## src/rtl/alu_md.sv

```systemverilog
// ALU plus iterative multiply/divide unit with hi/lo result registers.
// Define MD_DIV_EN to build the restoring divider; without it DIVU/DIV starts complete at once with hi/lo untouched.
module alu_md #(
  parameter int WIDTH = 32
) (
  input  logic             clk,
  input  logic             reset,
  input  logic [WIDTH-1:0] a,
  input  logic [WIDTH-1:0] b,
  input  logic [2:0]       f,
  output logic [WIDTH-1:0] y,
  output logic             zero,
  output logic             overflow,
  input  logic             md_start,
  input  logic [1:0]       md_op,
  input  logic             hi_we,
  input  logic             lo_we,
  output logic             busy,
  output logic             done,
  output logic [WIDTH-1:0] hi,
  output logic [WIDTH-1:0] lo
);

  localparam int MSB = WIDTH - 1;
  localparam int CW  = $clog2(WIDTH);

  typedef enum logic [1:0] {IDLE, RUN, DONE} md_state_t;

  md_state_t state, state_n;

  logic [WIDTH-1:0] bout, s;
  logic             ovf_raw;

  logic [WIDTH-1:0]   ph, pl, mc;
  logic [CW-1:0]      cnt;
  logic               neg_q;
  logic               last;
  logic               sa, sb;
  logic [WIDTH-1:0]   mag_a, mag_b;
  logic [WIDTH:0]     mul_t;
  logic [WIDTH-1:0]   mul_hi, mul_lo;
  logic [2*WIDTH-1:0] prod, prod_fix;
  logic [WIDTH-1:0]   step_hi, step_lo;
  logic [WIDTH-1:0]   fin_hi, fin_lo;

`ifdef MD_DIV_EN
  logic             is_div, neg_r, bzero;
  logic [WIDTH-1:0] a_cap;
  logic [WIDTH:0]   div_sh, div_df;
  logic             div_ok;
  logic [WIDTH-1:0] div_r, div_q;
`endif

  always_comb begin
    bout    = f[2] ? ~b : b;
    s       = a + bout + {{(WIDTH-1){1'b0}}, f[2]};
    ovf_raw = (a[MSB] == bout[MSB]) && (s[MSB] != a[MSB]);
    y       = '0;
    case (f[1:0])
      2'b00:   y = a & bout;
      2'b01:   y = a | bout;
      2'b10:   y = s;
      default: y = {{(WIDTH-1){1'b0}}, (f[2] ? (s[MSB] ^ ovf_raw) : (a < b))};
    endcase
    overflow = (f[1:0] == 2'b10) && ovf_raw;
    zero     = (y == '0);
  end

  always_ff @(posedge clk or posedge reset) begin
    if (reset) state <= IDLE;
    else       state <= state_n;
  end

  // Without the divider a divide request skips RUN entirely.
  always_comb begin
    state_n = state;
    case (state)
      IDLE: begin
        if (md_start) begin
`ifdef MD_DIV_EN
          state_n = RUN;
`else
          state_n = md_op[1] ? DONE : RUN;
`endif
        end
      end
      RUN:     if (last) state_n = DONE;
      DONE:    state_n = IDLE;
      default: state_n = IDLE;
    endcase
  end

  assign busy = (state != IDLE);
  assign done = (state == DONE);
  assign last = (cnt == CW'(WIDTH - 1));

  always_comb begin
    sa    = md_op[0] & a[MSB];
    sb    = md_op[0] & b[MSB];
    mag_a = sa ? -a : a;
    mag_b = sb ? -b : b;

    mul_t    = {1'b0, ph} + (pl[0] ? {1'b0, mc} : '0);
    mul_hi   = mul_t[WIDTH:1];
    mul_lo   = {mul_t[0], pl[MSB:1]};
    prod     = {mul_hi, mul_lo};
    prod_fix = neg_q ? -prod : prod;

    step_hi = mul_hi;
    step_lo = mul_lo;
    fin_hi  = prod_fix[2*WIDTH-1:WIDTH];
    fin_lo  = prod_fix[WIDTH-1:0];

`ifdef MD_DIV_EN
    div_sh = {ph, pl[MSB]};
    div_df = div_sh - {1'b0, mc};
    div_ok = ~div_df[WIDTH];
    div_r  = div_ok ? div_df[MSB:0] : div_sh[MSB:0];
    div_q  = {pl[MSB-1:0], div_ok};
    if (is_div) begin
      step_hi = div_r;
      step_lo = div_q;
      // A zero divisor leaves an all-ones quotient; report the raw dividend as remainder.
      if (bzero) begin
        fin_hi = a_cap;
        fin_lo = '1;
      end else begin
        fin_hi = neg_r ? -div_r : div_r;
        fin_lo = neg_q ? -div_q : div_q;
      end
    end
`endif
  end

  always_ff @(posedge clk or posedge reset) begin
    if (reset) begin
      ph    <= '0;
      pl    <= '0;
      mc    <= '0;
      cnt   <= '0;
      neg_q <= 1'b0;
      hi    <= '0;
      lo    <= '0;
`ifdef MD_DIV_EN
      is_div <= 1'b0;
      neg_r  <= 1'b0;
      bzero  <= 1'b0;
      a_cap  <= '0;
`endif
    end else begin
      case (state)
        IDLE: begin
          if (md_start) begin
            ph    <= '0;
            pl    <= mag_a;
            mc    <= mag_b;
            cnt   <= '0;
            neg_q <= sa ^ sb;
`ifdef MD_DIV_EN
            is_div <= md_op[1];
            neg_r  <= sa;
            bzero  <= (b == '0);
            a_cap  <= a;
`endif
          end else begin
            if (hi_we) hi <= a;
            if (lo_we) lo <= a;
          end
        end
        RUN: begin
          ph  <= step_hi;
          pl  <= step_lo;
          cnt <= cnt + 1'b1;
          if (last) begin
            hi <= fin_hi;
            lo <= fin_lo;
          end
        end
        default: ;
      endcase
    end
  end

endmodule

```

## config.mk

```make
export PLATFORM = sky130hd
export DESIGN_NAME = alu_md
export DESIGN_NICKNAME = d
export VERILOG_FILES = /design/src/rtl/alu_md.sv
export SDC_FILE = /design/constraint.sdc
export NUM_CORES = 1
export LEC_CHECK = 0
export ABC_AREA = 1
export CORE_ASPECT_RATIO = 1.25
export CORE_MARGIN = 1.5
export CORE_UTILIZATION = 45
export CTS_CLUSTER_SIZE = 24
export DETAILED_ROUTE_END_ITERATION = 6
export PLACE_DENSITY = 0.62
export SETUP_SLACK_MARGIN = 0.4
export SLEW_MARGIN = 20
export SYNTH_ARGS = -nofsm -noshare
export SYNTH_HDL_FRONTEND = slang
export SYNTH_SLANG_ARGS = --single-unit
```

## constraint.sdc

```tcl
create_clock -name clk -period 6 [get_ports clk]
set_input_delay 0.9 -clock clk [delete_from_list [all_inputs] [get_ports clk]]
set_output_delay 0.9 -clock clk [all_outputs]
set_load 0.05 [all_outputs]
```

==> results of run 1 <==
## power breakdown
part           internal (mW)  total, mW  leakage (nW)  switching [mW]
Sequential              1.65       2.04          2.05           0.391
Clock                  0.621       1.15         0.292           0.531
Combinational           1.82       6.32          8.14            4.50
## worst reg2reg max path, stage by stage (launching register included)
cell and delay (ns):
dfrtp_1 0.52, buf_4 0.29, nand2_1 0.11, inv_1 0.05, ha_1 0.22, fa_1 0.49
nand3_1 0.11, nand3_1 0.17, nand2_1 0.14, nand2_2 0.10, xnor2_1 0.63, nand2_1 0.26
nor2_4 0.20, nand4_4 0.15, nor2_4 0.17, nand2_1 0.08, nand3_1 0.07, nand2_1 0.06
nor2_1 0.21, nor2_1 0.07
## cells by family (layout without fill, tap and decap cells)
group | count (synthesis) | in the layout | share of synthesized area [%]
buffers and inverters | 532 | 696 | 11.5
and+or+nand+nor | 1484 | 1484 | 36.8
DFF | 168 | 168 | 23.9
muxes | 1 | 1 | 0.0570
AOI/OAI and AO/OA | 447 | 447 | 14.8
xor gates and xnor gates | 64 | 64 | 3.30
adders and majority gates | 134 | 134 | 9.63
## per-layer routing
metal / routed length (µm) / global-route usage [%]
met4: 6620 / 28.9
met1: 28900 / 44.3
met5: 9 / 0
met3: 5060 / 4.47
met2: 35600 / 62.7
## repair_timing
item	in CTS	in global routing
resized for setup	0	1
hold buffers	0	0
setup endpoints to repair	0	1
## how the worst min path moves through the flow
stage,start,to,slack (ns),cells after the start
after global placement,hi[28]$_DFFE_PP0P_,hi[28]$_DFFE_PP0P_,0.46,2
after floorplan,mc[29]$_DFFE_PP0P_,mc[29]$_DFFE_PP0P_,0.45,2
after detailed placement,hi[19]$_DFFE_PP0P_,hi[19]$_DFFE_PP0P_,0.46,2
after global routing,mc[27]$_DFFE_PP0P_,mc[27]$_DFFE_PP0P_,0.50,2
after CTS,hi[19]$_DFFE_PP0P_,hi[19]$_DFFE_PP0P_,0.48,2
final,hi[19]$_DFFE_PP0P_,hi[19]$_DFFE_PP0P_,0.48,2
## flip-flops by register name, indices dropped and copies added (netlist names)
register,count
ph,32
pl,32
mc,32
neg_q,1
cnt,5
state,2
hi,32
lo,32
## synthesized netlist by cell type, drive strengths merged, types with 2 or more instances
cell type  instances
o221ai             4
o31ai             10
and2               4
fa                 2
nand4             35
clkinv             4
or2                9
nor3b              2
xor2              30
nand3b            19
inv              448
o311ai             2
nand2            830
a22o               2
a211oi            11
nor3              44
o21a               4
a21oi            115
o21bai            11
a22oi              4
xnor2             34
clkbuf            60
a41oi              9
o22ai             22
o211ai            21
a221oi             6
ha               132
nor4               7
dfrtp            168
o21ai            175
buf               20
nand3            179
a31oi             43
a21o               2
nor2             354
## metrics by stage
step / total power [mW] / cells / worst slack, ns / util, %
after global placement: 8.20 / 3454 / 0.718 / 52.0
after global routing: 10.1 / 3486 / 0.419 / 53.6
final: 9.52 / 3486 / 0.629 / 53.6
after floorplan: 6.11 / 2830 / 0.553 / -
after detailed placement: 8.25 / 3454 / 0.672 / 52.0
after CTS: 9.42 / 3486 / 0.650 / 53.5
## layout make-up
class,count,share of cell area [%]
timing repair buffer,212,9.93
clock buffer,21,2.29
sequential,168,20.5
tap,492,3.00
inverter,452,8.30
clock inverter,11,0.603
multi-input combinational,2130,55.4
==> impl_metrics.tcl, run 1 <==
set metrics [dict create \
    finalHoldViolCount 0 \
    firstDrtPassIters 6 \
    fp.coreArea_um2 38300 \
    cp_slowest_cell "clkdlybuf4s50_1" \
    grt_pass1_vias 19286 \
    place_hpwl_um 61900 \
    min_period_ns 5.37 \
    routabilityCongestion 1.03 \
    viasPerCell 5.69 \
    drive_above_1_share_pct 6.31 \
    num_io_pins 174 \
    grt_pass1_wl_um 114000 \
    design_area_um2 20500 \
    ys.flop_type "dfrtp_1" \
    crit_fanout 5 \
    setup_tns_ns 0 \
    yosysTopAreaCellShare_pct 23.9 \
    die_w_um 180 \
    final_common_cell "nand2_1" \
    status "complete, no violations" \
    root_buffer "clkbuf_16" \
    r2r_slack_ns 1.77 \
    clkTransAtPathRegs_ns 0.07 \
    ir_worst_vdd_mv 0.311 \
    vias 19837 \
    critPathTopFamily "buffers and inverters" \
    startpoint "b[28]" \
    period_share_pct 89.5 \
    reg2reg_to "hi[16]$_DFFE_PP0P_" \
    worstSetupStartpointType "input pin" \
    end_kind "output port" \
    area_growth_pct 16.9 \
    initial_core_util_pct 45.8 \
    yosys_warnings 0 \
    multiInputGateArea_um2 11400 \
    slew_headroom_pct 24.2 \
    async_reset_ff_share_pct 100 \
    rsz0062_at_grt "no" \
    wire_per_inst_um 21.9 \
    n_antenna_cell 0 \
    register_area_um2 4200 \
    timing.hold.ws_ns 0.481 \
    synth_edf_count 0 \
    critPathRequiredTime_ns 5.10 \
    cts.sinks 168 \
    p_leak_nw 10.5 \
    critPathKind "input pin to output port" \
    drc 0 \
    fmax_mhz 186 \
    cts_tree "yes" \
    std_cell_rows 80 \
    die_h_um 224 \
    clock_latency_ns 0.46 \
    maxCapViolations 0 \
    arrival_ns 4.47 \
    cts.path.max_buffers 2 \
    crit_chain "clkdlybuf4s50_1, xnor2_1, ha_1, inv_1, o21ai_0, a21oi_1, o21ai_0, a21oi_1, nand2_1, nand2_1, a211oi_1, clkdlybuf4s50_1" \
    post_cts_buffers 0 \
    powerDensity_nw_per_um2 463 \
    fin_nets 3189 \
    overflow 0 \
    timing.final.max_slew_violations 0 \
    ys_top_cells_by_area "dfrtp_1, nand2_1, ha_1" \
    path_depth 12 \
    seq_area_frac_synth_pct 23.9 \
    drtIter0Drc 1923 \
    layout_common_cells "nand2_1, inv_1, nor2_1" \
    synth_cells 2830 \
    grtUsageTotal_pct 37.6 \
    cp-endpoint "overflow" \
    r2r_start "pl[0]$_DFFE_PP0P_" \
    synth_area_um2 17600 \
    worst_r2r_path_depth 19 \
    cts_made_buffers 17 \
    syn_avg_cell_area_um2 6.20 \
    grt_max_degree 108 \
    hold_class "register to register" \
    port_buffers 173 \
    worst_pin_slew_ns 1.14 \
    fillerInstances 3967 \
    setup_violations 0 \
    ant_nets 0 \
    ys_ff_latch 168 \
    antenna_found_initial 1 \
    critPathMaxStageDelay_ns 0.89 \
    synth_cell_types 62 \
    htreeDepth 4 \
    dieArea_um2 40200 \
    dpl-instance-area_um2 19900 \
    syn_nets 3038 \
    wl_um 76300 \
    synth_top_area_cell "dfrtp_1" \
    finalClockSkew_ns 0.0180 \
    path_buf_inv 3 \
]
Power figures use the tool's default switching activity.
==> inputs of run 2 (changes only) <==
CAP_MARGIN = 15   (was not set)
==> results of run 2 <==
Final layout, timing and power as in run 1 (identical DEF).
